[src/rtl/fnorm_arbiter_if.sv]
// rtl/fnorm_arbiter_if.sv - requester, shared fnorm and result-buffer signal bundle
interface fnorm_arbiter_if #(
    parameter int NREQ = 3,
    parameter int FW1  = 26,
    parameter int FW2  = 23,
    parameter int EW1  = 10,
    parameter int EW2  = 8,
    parameter int TW   = 5,
    parameter int SW   = $clog2(NREQ)
);
    logic [NREQ-1:0]       req_valid_i;
    logic [NREQ-1:0]       req_ready_o;
    logic [NREQ*EW1-1:0]   req_exp_i;
    logic [NREQ*(FW1+1)-1:0] req_sig_i;
    logic [NREQ-1:0]       req_sign_i;
    logic [NREQ-1:0]       req_inf_i;
    logic [NREQ-1:0]       req_nan_i;
    logic [NREQ-1:0]       req_zero_i;
    logic [NREQ*3-1:0]     req_rm_i;
    logic [NREQ*TW-1:0]    req_tag_i;

    logic [2:0]            nrm_rm_o;
    logic [EW1-1:0]        nrm_exp_o;
    logic [FW1:0]          nrm_sig_o;
    logic                  nrm_sign_o;
    logic                  nrm_inf_o;
    logic                  nrm_nan_o;
    logic                  nrm_zero_o;

    logic [EW2-1:0]        nrm_exp_i;
    logic [FW2:0]          nrm_sig_i;
    logic                  nrm_sign_i;
    logic                  nrm_inf_i;
    logic                  nrm_nan_i;
    logic                  nrm_zero_i;

    logic                  res_valid_o;
    logic                  res_ready_i;
    logic [EW2-1:0]        res_exp_o;
    logic [FW2:0]          res_sig_o;
    logic                  res_sign_o;
    logic                  res_inf_o;
    logic                  res_nan_o;
    logic                  res_zero_o;
    logic [SW-1:0]         res_src_o;
    logic [TW-1:0]         res_tag_o;

    modport slave (
        input  req_valid_i, req_exp_i, req_sig_i, req_sign_i, req_inf_i,
               req_nan_i, req_zero_i, req_rm_i, req_tag_i,
               nrm_exp_i, nrm_sig_i, nrm_sign_i, nrm_inf_i, nrm_nan_i, nrm_zero_i,
               res_ready_i,
        output req_ready_o,
               nrm_rm_o, nrm_exp_o, nrm_sig_o, nrm_sign_o, nrm_inf_o, nrm_nan_o, nrm_zero_o,
               res_valid_o, res_exp_o, res_sig_o, res_sign_o, res_inf_o, res_nan_o,
               res_zero_o, res_src_o, res_tag_o
    );

    modport master (
        output req_valid_i, req_exp_i, req_sig_i, req_sign_i, req_inf_i,
               req_nan_i, req_zero_i, req_rm_i, req_tag_i,
               nrm_exp_i, nrm_sig_i, nrm_sign_i, nrm_inf_i, nrm_nan_i, nrm_zero_i,
               res_ready_i,
        input  req_ready_o,
               nrm_rm_o, nrm_exp_o, nrm_sig_o, nrm_sign_o, nrm_inf_o, nrm_nan_o, nrm_zero_o,
               res_valid_o, res_exp_o, res_sig_o, res_sign_o, res_inf_o, res_nan_o,
               res_zero_o, res_src_o, res_tag_o
    );
endinterface

[src/rtl/fnorm_arbiter.sv]
// rtl/fnorm_arbiter.sv - round-robin sharing of one fnorm stage with a credited 2-entry result buffer
module fnorm_arbiter #(
    parameter int NREQ = 3,
    parameter int FW1  = 26,
    parameter int FW2  = 23,
    parameter int EW1  = 10,
    parameter int EW2  = 8,
    parameter int TW   = 5,
    parameter int SW   = $clog2(NREQ)
) (
    input  logic clk,
    input  logic rst,
    fnorm_arbiter_if.slave bus
);
    localparam int EN_W = SW + TW + EW2 + FW2 + 1 + 4;

    logic [SW-1:0]   rr_ptr;
    logic [SW-1:0]   grant;
    logic [SW:0]     scan;
    logic            found;
    logic            can_issue;
    logic            issue;
    logic            pop;
    logic            push;
    logic [2:0]      credit;

    logic            infl_q;
    logic [SW-1:0]   infl_src_q;
    logic [TW-1:0]   infl_tag_q;

    logic [EN_W-1:0] mem [2];
    logic [EN_W-1:0] push_entry;
    logic [EN_W-1:0] head_entry;
    logic            head_q;
    logic            tail_q;
    logic [1:0]      occ_q;

    // Scan from rr_ptr upward, wrapping modulo NREQ; first valid requester wins.
    always_comb begin
        found = 1'b0;
        grant = '0;
        scan  = '0;
        for (int k = 0; k < NREQ; k++) begin
            scan = {1'b0, rr_ptr} + (SW+1)'(k);
            if (scan >= (SW+1)'(NREQ))
                scan = scan - (SW+1)'(NREQ);
            if (!found && bus.req_valid_i[scan[SW-1:0]]) begin
                found = 1'b1;
                grant = scan[SW-1:0];
            end
        end
    end

    assign bus.res_valid_o = (occ_q != 2'd0);
    assign pop       = bus.res_valid_o & bus.res_ready_i;
    assign push      = infl_q;
    // Pop term lets issue resume in the same cycle the consumer drains an entry.
    assign credit    = {1'b0, occ_q} + {2'b00, infl_q} - {2'b00, pop};
    assign can_issue = (credit < 3'd2);
    assign issue     = found & can_issue & ~rst;

    assign bus.req_ready_o = issue ? ({{(NREQ-1){1'b0}}, 1'b1} << grant) : '0;

    always_comb begin
        bus.nrm_rm_o   = '0;
        bus.nrm_exp_o  = '0;
        bus.nrm_sig_o  = '0;
        bus.nrm_sign_o = 1'b0;
        bus.nrm_inf_o  = 1'b0;
        bus.nrm_nan_o  = 1'b0;
        bus.nrm_zero_o = 1'b0;
        if (found) begin
            bus.nrm_rm_o   = bus.req_rm_i[grant*3 +: 3];
            bus.nrm_exp_o  = bus.req_exp_i[grant*EW1 +: EW1];
            bus.nrm_sig_o  = bus.req_sig_i[grant*(FW1+1) +: (FW1+1)];
            bus.nrm_sign_o = bus.req_sign_i[grant];
            bus.nrm_inf_o  = bus.req_inf_i[grant];
            bus.nrm_nan_o  = bus.req_nan_i[grant];
            bus.nrm_zero_o = bus.req_zero_i[grant];
        end
    end

    always_ff @(posedge clk) begin
        if (rst) begin
            rr_ptr     <= '0;
            infl_q     <= 1'b0;
            infl_src_q <= '0;
            infl_tag_q <= '0;
            head_q     <= 1'b0;
            tail_q     <= 1'b0;
            occ_q      <= 2'd0;
        end else begin
            infl_q <= issue;
            if (issue) begin
                infl_src_q <= grant;
                infl_tag_q <= bus.req_tag_i[grant*TW +: TW];
                rr_ptr     <= (grant == SW'(NREQ-1)) ? '0 : grant + SW'(1);
            end
            if (push)
                tail_q <= ~tail_q;
            if (pop)
                head_q <= ~head_q;
            case ({push, pop})
                2'b10:   occ_q <= occ_q + 2'd1;
                2'b01:   occ_q <= occ_q - 2'd1;
                default: occ_q <= occ_q;
            endcase
        end
    end

    assign push_entry = {infl_src_q, infl_tag_q, bus.nrm_exp_i, bus.nrm_sig_i,
                         bus.nrm_sign_i, bus.nrm_inf_i, bus.nrm_nan_i, bus.nrm_zero_i};

    always_ff @(posedge clk) begin
        if (push)
            mem[tail_q] <= push_entry;
    end

    assign head_entry = bus.res_valid_o ? mem[head_q] : '0;
    assign {bus.res_src_o, bus.res_tag_o, bus.res_exp_o, bus.res_sig_o,
            bus.res_sign_o, bus.res_inf_o, bus.res_nan_o, bus.res_zero_o} = head_entry;

    buffer_no_overflow: assert property (@(posedge clk) disable iff (rst)
        !(push && !pop && occ_q == 2'd2));
endmodule
[src/flat_wrapper.sv]
// flat-port wrapper written by rule: the top's interface ports become plain ports
module fnorm_arbiter_flat 
#(
    parameter int NREQ = 3,
    parameter int FW1  = 26,
    parameter int FW2  = 23,
    parameter int EW1  = 10,
    parameter int EW2  = 8,
    parameter int TW   = 5,
    parameter int SW   = $clog2(NREQ)
)
  (clk, rst, bus_req_valid_i, bus_req_exp_i, bus_req_sig_i, bus_req_sign_i, bus_req_inf_i, bus_req_nan_i, bus_req_zero_i, bus_req_rm_i, bus_req_tag_i, bus_nrm_exp_i, bus_nrm_sig_i, bus_nrm_sign_i, bus_nrm_inf_i, bus_nrm_nan_i, bus_nrm_zero_i, bus_res_ready_i, bus_req_ready_o, bus_nrm_rm_o, bus_nrm_exp_o, bus_nrm_sig_o, bus_nrm_sign_o, bus_nrm_inf_o, bus_nrm_nan_o, bus_nrm_zero_o, bus_res_valid_o, bus_res_exp_o, bus_res_sig_o, bus_res_sign_o, bus_res_inf_o, bus_res_nan_o, bus_res_zero_o, bus_res_src_o, bus_res_tag_o);
  fnorm_arbiter_if #(.NREQ(NREQ), .FW1(FW1), .FW2(FW2), .EW1(EW1), .EW2(EW2), .TW(TW), .SW(SW)) bus_i ();
  input  logic clk;
  input  logic rst;
  input wire logic [$bits(bus_i.req_valid_i)-1:0] bus_req_valid_i;
  input wire logic [$bits(bus_i.req_exp_i)-1:0] bus_req_exp_i;
  input wire logic [$bits(bus_i.req_sig_i)-1:0] bus_req_sig_i;
  input wire logic [$bits(bus_i.req_sign_i)-1:0] bus_req_sign_i;
  input wire logic [$bits(bus_i.req_inf_i)-1:0] bus_req_inf_i;
  input wire logic [$bits(bus_i.req_nan_i)-1:0] bus_req_nan_i;
  input wire logic [$bits(bus_i.req_zero_i)-1:0] bus_req_zero_i;
  input wire logic [$bits(bus_i.req_rm_i)-1:0] bus_req_rm_i;
  input wire logic [$bits(bus_i.req_tag_i)-1:0] bus_req_tag_i;
  input wire logic [$bits(bus_i.nrm_exp_i)-1:0] bus_nrm_exp_i;
  input wire logic [$bits(bus_i.nrm_sig_i)-1:0] bus_nrm_sig_i;
  input wire logic [$bits(bus_i.nrm_sign_i)-1:0] bus_nrm_sign_i;
  input wire logic [$bits(bus_i.nrm_inf_i)-1:0] bus_nrm_inf_i;
  input wire logic [$bits(bus_i.nrm_nan_i)-1:0] bus_nrm_nan_i;
  input wire logic [$bits(bus_i.nrm_zero_i)-1:0] bus_nrm_zero_i;
  input wire logic [$bits(bus_i.res_ready_i)-1:0] bus_res_ready_i;
  output wire logic [$bits(bus_i.req_ready_o)-1:0] bus_req_ready_o;
  output wire logic [$bits(bus_i.nrm_rm_o)-1:0] bus_nrm_rm_o;
  output wire logic [$bits(bus_i.nrm_exp_o)-1:0] bus_nrm_exp_o;
  output wire logic [$bits(bus_i.nrm_sig_o)-1:0] bus_nrm_sig_o;
  output wire logic [$bits(bus_i.nrm_sign_o)-1:0] bus_nrm_sign_o;
  output wire logic [$bits(bus_i.nrm_inf_o)-1:0] bus_nrm_inf_o;
  output wire logic [$bits(bus_i.nrm_nan_o)-1:0] bus_nrm_nan_o;
  output wire logic [$bits(bus_i.nrm_zero_o)-1:0] bus_nrm_zero_o;
  output wire logic [$bits(bus_i.res_valid_o)-1:0] bus_res_valid_o;
  output wire logic [$bits(bus_i.res_exp_o)-1:0] bus_res_exp_o;
  output wire logic [$bits(bus_i.res_sig_o)-1:0] bus_res_sig_o;
  output wire logic [$bits(bus_i.res_sign_o)-1:0] bus_res_sign_o;
  output wire logic [$bits(bus_i.res_inf_o)-1:0] bus_res_inf_o;
  output wire logic [$bits(bus_i.res_nan_o)-1:0] bus_res_nan_o;
  output wire logic [$bits(bus_i.res_zero_o)-1:0] bus_res_zero_o;
  output wire logic [$bits(bus_i.res_src_o)-1:0] bus_res_src_o;
  output wire logic [$bits(bus_i.res_tag_o)-1:0] bus_res_tag_o;
  assign bus_i.req_valid_i = bus_req_valid_i;
  assign bus_i.req_exp_i = bus_req_exp_i;
  assign bus_i.req_sig_i = bus_req_sig_i;
  assign bus_i.req_sign_i = bus_req_sign_i;
  assign bus_i.req_inf_i = bus_req_inf_i;
  assign bus_i.req_nan_i = bus_req_nan_i;
  assign bus_i.req_zero_i = bus_req_zero_i;
  assign bus_i.req_rm_i = bus_req_rm_i;
  assign bus_i.req_tag_i = bus_req_tag_i;
  assign bus_i.nrm_exp_i = bus_nrm_exp_i;
  assign bus_i.nrm_sig_i = bus_nrm_sig_i;
  assign bus_i.nrm_sign_i = bus_nrm_sign_i;
  assign bus_i.nrm_inf_i = bus_nrm_inf_i;
  assign bus_i.nrm_nan_i = bus_nrm_nan_i;
  assign bus_i.nrm_zero_i = bus_nrm_zero_i;
  assign bus_i.res_ready_i = bus_res_ready_i;
  assign bus_req_ready_o = bus_i.req_ready_o;
  assign bus_nrm_rm_o = bus_i.nrm_rm_o;
  assign bus_nrm_exp_o = bus_i.nrm_exp_o;
  assign bus_nrm_sig_o = bus_i.nrm_sig_o;
  assign bus_nrm_sign_o = bus_i.nrm_sign_o;
  assign bus_nrm_inf_o = bus_i.nrm_inf_o;
  assign bus_nrm_nan_o = bus_i.nrm_nan_o;
  assign bus_nrm_zero_o = bus_i.nrm_zero_o;
  assign bus_res_valid_o = bus_i.res_valid_o;
  assign bus_res_exp_o = bus_i.res_exp_o;
  assign bus_res_sig_o = bus_i.res_sig_o;
  assign bus_res_sign_o = bus_i.res_sign_o;
  assign bus_res_inf_o = bus_i.res_inf_o;
  assign bus_res_nan_o = bus_i.res_nan_o;
  assign bus_res_zero_o = bus_i.res_zero_o;
  assign bus_res_src_o = bus_i.res_src_o;
  assign bus_res_tag_o = bus_i.res_tag_o;
  fnorm_arbiter #(.NREQ(NREQ), .FW1(FW1), .FW2(FW2), .EW1(EW1), .EW2(EW2), .TW(TW), .SW(SW)) u_core (.clk(clk), .rst(rst), .bus(bus_i));
endmodule
[config.mk]
export PLATFORM = sky130hd
export DESIGN_NAME = fnorm_arbiter_flat
export DESIGN_NICKNAME = d
export VERILOG_FILES = /design/src/rtl/fnorm_arbiter_if.sv /design/src/rtl/fnorm_arbiter.sv /design/src/flat_wrapper.sv
export SDC_FILE = /design/constraint.sdc
export NUM_CORES = 1
export LEC_CHECK = 0
export ABC_AREA = 1
export ABC_CLOCK_PERIOD_IN_PS = 4400
export CORE_MARGIN = 2
export CORE_UTILIZATION = 37
export CTS_CLUSTER_SIZE = 16
export DETAILED_ROUTE_END_ITERATION = 16
export GPL_TIMING_DRIVEN = 0
export PLACE_DENSITY = 0.77
export SYNTH_ARGS = -nofsm -noshare
export SYNTH_HDL_FRONTEND = slang
export SYNTH_SLANG_ARGS = --single-unit
[constraint.sdc]
create_clock -name clk -period 4.4 [get_ports clk]
set_clock_uncertainty 0.05 [all_clocks]
set_input_delay 1.32 -clock clk [delete_from_list [all_inputs] [get_ports clk]]
set_output_delay 1.32 -clock clk [all_outputs]
set_load 0.005 [all_outputs]
-- Word-level counts from Yosys, hierarchy flattened
Memories as Yosys holds them, arrays and structs flattened. A register that Yosys moved wholly into a read port is not among the register bits.
Index checks and enable logic that the tools add are counted.
- order comparisons: 8
- shift-type cells: 5
- multipliers: 4
- mux-type cells: 38
- reduce and logical (&&, ||, !) cells: 6
- equal/unequal tests: 3
- add/subtract/negate cells: 10
- bitwise gates (word level): 6
- operators by type and width (kind ; number):
    81-bit by 8-bit variable part select with 27-bit output ; 1
    43-bit 2-to-1 mux ; 1
    30-bit by 7-bit variable part select with 10-bit output ; 1
    27-bit 2-to-1 mux ; 1
    1-bit 2-to-1 mux ; 18
    15-bit by 6-bit variable part select with 5-bit output ; 1
    1-bit binary-select mux with 2-bit select ; 7
    2-bit 2-to-1 mux ; 7
    2-bit by 3-bit less-than comparator with 1-bit output (second input constant) ; 4
    2-bit by 3-bit multiplier with 5-bit output (second input constant) ; 2
    10-bit 2-to-1 mux ; 1
    9-bit by 5-bit variable part select with 3-bit output ; 1
    2-bit by 5-bit multiplier with 7-bit output (second input constant) ; 1
    3-bit by 2-bit >= comparator with 1-bit output (second input constant) ; 2
    3-bit 2-to-1 mux ; 2
    2-bit subtractor (second input constant) ; 3
    2-bit by 1-bit adder with 2-bit output (second input constant) ; 2
    2-bit equality test (second input constant) ; 2
    2-bit by 2-bit multiplier with 4-bit output (second input constant) ; 1
    2-bit one-hot mux with 2 select lines ; 1
    2-bit nonzero test ; 2
    2-bit by 1-bit adder with 3-bit output ; 1
    2-bit by 1-bit adder with 3-bit output (second input constant) ; 1
    2-bit by 2-bit adder with 3-bit output (second input constant) ; 1
    other kinds (10) ; 16
- memories kept: 1
- register bits: 14
- bits in writable memories: 86
- input bits: 189
- memories (name ; depth ; bits a word ; read ports ; clocked after Yosys merged registers in ; wr ports ; RTL line ; RTL):
    u_core.mem ; 2 ; 43 ; 1 ; 1 ; 1 ; fnorm_arbiter.sv:31 ; logic [EN_W-1:0] mem [2];

-- Depth between registers and ports, before layout
- depth in word-level cells: 14
- depth in mapped cells: 16
- depth with buffers taken out: 15

-- Worst setup path before layout
OpenSTA, ideal clock, no wires.
- kind: input to output
- start point: input bus_res_ready_i
- end point: output bus_req_ready_o[0]
- required time: 3030 ps
- arrival time: 3070 ps
- stages: 15
- setup slack: -40 ps
- path through: inv_1 nor2_1 nand2_1 inv_1 nor2_1 inv_1 nand2_1 fa_1 o21ai_0 a211oi_1 nand2_1 buf_2 nor2_2 nand2_1 inv_1
- longest elaborated chain between the ends: 6
- ends and longest elaborated chain (element ; RTL line ; RTL):
    from (decl) ; flat_wrapper.sv:31 ; input wire logic [$bits(bus_i.res_ready_i)-1:0] bus_res_ready_i;
    1-bit bitwise AND ; fnorm_arbiter.sv:55 ; assign pop = bus.res_valid_o & bus.res_ready_i;
    3-bit by 1-bit subtractor with 3-bit output ; fnorm_arbiter.sv:58 ; assign credit = {1'b0, occ_q} + {2'b00, infl_q} - {2'b00, pop};
    3-bit by 2-bit less-than comparator with 1-bit output ; fnorm_arbiter.sv:59 ; assign can_issue = (credit < 3'd2);
    1-bit bitwise AND (2 in series) ; fnorm_arbiter.sv:60 ; assign issue = found & can_issue & ~rst;
    3-bit 2-to-1 mux ; fnorm_arbiter.sv:62 ; assign bus.req_ready_o = issue ? ({{(NREQ-1){1'b0}}, 1'b1} << grant) : '0;
    to (decl) ; flat_wrapper.sv:32 ; output wire logic [$bits(bus_i.req_ready_o)-1:0] bus_req_ready_o;
No other way between the ends.

-- Worst setup path in the final report
Ends and elaborated chain as after synthesis.

==> results <==
- The worst path in the final design needs a cycle of ~4700 ps, including I/O delays and setup.
- Based on the critical path, the design can be clocked at up to approximately 210 MHz.
- The combined area of all synthesized cells is between 0.005 and 0.006 mm^2.
- The fraction of the yosys area taken by sequential cells is 0.501.
- The pre-CTS setup slack is -1220 ps.
- In this run, the number of DRC markers left after iteration 0 of detailed routing was between 300 and 400.
- The transition at the pin with the smallest max-transition slack is between 400 and 500 ps.
- In this run the most critical hold path is launched from u_core.infl_tag_q[0]$_SDFFE_PP0P_.
- The largest net degree at the start of global routing is 32.
- The type of the most critical hold path is flip-flop to flip-flop.
- The first global-routing pass estimated about 32 mm of wire.
- The share of layout cells above drive strength 1 is 0.197.
- The critical path starts at bus_res_ready_i.
- The boundary pin count is 280.
- Setup slack on the critical path of the routed design comes to -306 ps.
- In the synthesized netlist the dominant register cell turns out to be sky130_fd_sc_hd__edfxtp_1.
- The summed negative setup slack over all endpoints is -894 ps.
- The count of buffers inserted at the top-level ports is 279.
- The via total after detailed routing is 6,398.
- The number of buffers on the longest clock path is 2.
- The classification of the worst setup path is input port to output port.
- Across the VDD grid, the largest voltage drop is 0.388 mV.
- Setup repair after global routing could not meet its margin everywhere.
- The via count of the first global-routing pass is about 6.3k.
- The share of synthesized area in the top cell type comes to 0.449.
- Ranked by total cell area, the synthesized netlist is headed by sky130_fd_sc_hd__edfxtp_1, sky130_fd_sc_hd__nand3_1, sky130_fd_sc_hd__nand2_1.
- The worst register-to-register path begins at u_core.occ_q[1]$_SDFFE_PP0N_.
- The register bit total from synthesis is around 100.
- The critical path's slowest cell is sky130_fd_sc_hd__fa_1.
- The most numerous cell on the critical path is sky130_fd_sc_hd__nand2_2.
- The final hold violation count is 0.
- The mean area per synthesized cell is roughly 7.9 um^2.
- The later pin in the worst-skew pair is clocked with a latency of between 300 and 400 ps.
- The proportion of register bits with asynchronous set or reset after synthesis is 0.
- Dividing the final minimum period by the clock period gives 1.07.
- The Yosys step of the flow raised 0 warnings.
- The number of pins with negative max-slew slack in the final report is 0.
- Before antenna repair, the detailed router went through 5 iterations.
- The global-route usage over all layers is 0.249.
- The standard-cell row count is 45.
- Across the run, the number of max-cap violations was 0.
- The critical path crosses 17 cells after its start point.
- The instance count of the mapped netlist is roughly 730.
- Setup violations remaining at the end of the flow were counted as 4.
- The static leakage is 4.30 nW.
- The kind of end point of the critical path is an output port.
- The mean number of vias per cell is between 5 and 6.
- The core area is between 0.015 and 0.02 mm^2.
- By instance count, the leading cell after synthesis is sky130_fd_sc_hd__nand2_1.
- Grouping stages by cell kind, the critical path spends the most delay in simple AND/OR/NAND/NOR gates.
- The cts-stage hold buffer count is 0.
- The sink count of the clock tree is between 100 and 150.
- The tightest slew margin relative to the limit is 0.667.
- The setup slack on the worst flop-to-flop path is between 100 and 150 ps.
- The final routed DRC violation total is 0.
- Compared with the post-synthesis result, the final layout area differs by 70.2%.
- The aggregate routed wire length is 21.6 mm.
- After global routing the overflow that remains totals 0.
- The number of clock buffers added by TritonCTS is 9.
- The critical path startpoint category is an input port.
- Walking the worst path, the cells encountered are buf_6 -> inv_4 -> nor2_4 -> nand2_2 -> inv_2 -> nor2_2 -> inv_2 -> nand2_2 -> fa_1 -> o21ai_2 -> a211oi_2 -> nand2_2 -> buf_6 -> nor2_4 -> nand2_2 -> inv_2 -> buf_6.
- The die outline height is 129 um.
- The net count of the finished layout is approximately 1.3k.
- From left edge to right edge, the die measures ~130 um.
- The count of buffer and inverter cells on the critical path is 7.
- The footprint of the flip-flops and latches is 0.00288 mm^2.
- The area of combinational cells with multiple inputs is 0.00232 mm^2.
- The biggest area contributor in the post-synthesis netlist is sky130_fd_sc_hd__edfxtp_1.
- The clock-pin slew on the worst setup and hold paths is roughly 70 ps.
- The root buffer cell is sky130_fd_sc_hd__clkbuf_16.
- The number of flops mapped to enable cells by yosys is 86.
- The flow ran to the end, but the final reports show violations.
- Data on the critical path arrives at its endpoint at approximately 3300 ps.
- For the worst setup path, the data required time is between 3000 and 4000 ps.
- Yosys mapped the design onto 25 distinct sky130hd cell types.
- The initial cell density of the core is 0.378.
- Power spread over the standard cell area amounts to around 670 mW/mm^2.
- The average wire per cell in the routed design is 16.9 um.
- The final weighted congestion of routability-driven global placement is between 0.9 and 1.
- The timing endpoint of the critical path is bus_req_ready_o[0].
- Counting the fill cells in the layout gives 1,271.
- The clock tree from TritonCTS is built.
- The number of cells on the worst reg-to-reg path is 30.
- The final reports fail on setup timing.
- The estimated wirelength of the detail-placed design is around 15 mm.
- When the netlist entered floorplanning its net count stood at 920.
- The die outline area is about 0.017 mm^2.
- The end of the worst register-to-register path is u_core.occ_q[0]$_SDFFE_PP0N_.
- The number of antenna violations at the first check in global routing came to 2.
- The H-tree was split into 3 levels.
- In this design, the stage delay of the slowest critical-path cell is around 500 ps.
- The maximum fanout count along the critical path is 4.
- The count of nets left with antenna violations once routing finished came out at 0.
- By count the netlist is led by sky130_fd_sc_hd__nand2_1, sky130_fd_sc_hd__nand3_1, sky130_fd_sc_hd__inv_1, sky130_fd_sc_hd__a21oi_1, sky130_fd_sc_hd__edfxtp_1.
## flip-flops by register name (all words and copies together), names as in the netlist, named ones only
register           count
u_core.infl_tag_q      5
u_core.mem            86
u_core.head_q          1
u_core.infl_src_q      2
u_core.occ_q           2
u_core.infl_q          1
u_core.rr_ptr          2
u_core.tail_q          1
## kinds of logic (layout without fill, tap and decap cells)
group	count (synthesis)	after routing	synth area share
and+or+nand+nor	332	332	0.265
buffers and inverters	174	532	0.122
AOI/OAI and AO/OA	118	118	0.104
DFF	101	101	0.501
adders and majority gates	3	3	0.00783
other	0	3	0
## routing by layer
layer | wire length [um] | global-route usage | share of wire
met5 | 0 | 0 | 0
met2 | 11300 | 0.457 | 0.52
met4 | 848 | 0.135 | 0.039
met1 | 7440 | 0.254 | 0.35
met3 | 1970 | 0.0728 | 0.091
## worst register-to-register path, delay by kind of cell (launching register included)
kind	cells	cell delay (ps)
compound gates	2	160
buf+inv	24	2790
simple gates	4	730
flops	1	390
## worst min path at each step
stage | to | slack, ps | cells after the start
detailed placement | u_core.mem[1][36]$_DFFE_PP_ | 390 | 0
floorplan | u_core.mem[0][36]$_DFFE_PP_ | 370 | 0
CTS | u_core.head_q$_SDFFE_PP0P_ | 400 | 1
global route | u_core.mem[1][40]$_DFFE_PP_ | 430 | 0
global placement | u_core.mem[0][38]$_DFFE_PP_ | 380 | 0
finish | u_core.mem[0][36]$_DFFE_PP_ | 410 | 0
## final cells by class
cell class                 instances  share of cell area
multi-input combinational        453               0.237
timing repair buffer             343               0.329
antenna                            3            0.000767
inverter                         124              0.0491
clock buffer                       9              0.0230
buffer                            49              0.0371
tap                              188              0.0240
sequential                       101               0.294
clock inverter                     7             0.00575
## through the flow
step / power, mW / util / instances / instance area (um^2) / hold WS, ps
after floorplan: 3.26 / - / 728 / 5760 / 370
after global placement: 5.23 / 0.578 / 1195 / 8780 / 378
after detailed placement: 5.27 / 0.581 / 1197 / 8830 / 389
after CTS: 6.38 / 0.637 / 1273 / 9690 / 405
after global routing: 7.05 / 0.644 / 1276 / 9790 / 428
final: 6.59 / 0.644 / 1277 / 9790 / 408
## placed cells by master, fill, tap and decap left out, drive strengths merged
cell,n
fa,1
nand4,1
clkbuf,41
edfxtp,86
nand3,160
dfxtp,15
a31oi,1
nand2,159
clkdlybuf4s50,228
clkdlybuf4s15,14
nor3,2
buf,107
clkinv,4
clkinvlp,1
a211oi,1
inv,126
a21oi,104
diode,3
ha,2
nor2,10
dlygate4sd2,11
o21ai,11
o221ai,1
## what timing repair did
item | 4_1_cts | 5_1_grt
gates cloned | 1 | 0
pin swaps | 17 | 14
endpoints found under the setup margin | 47 | 49
resized for setup | 194 | 73
buffers inserted | 61 | 7
## power breakdown
| group | switching, mW | total, mW | internal [mW] |
|---|---|---|---|
| Clock | 0.358 | 0.750 | 0.391 |
| Sequential | 0.0823 | 1.38 | 1.30 |
| Combinational | 2.30 | 4.45 | 2.16 |
| Total | 2.74 | 6.59 | 3.85 |
No activity file was read; power rests on OpenSTA's default activity.
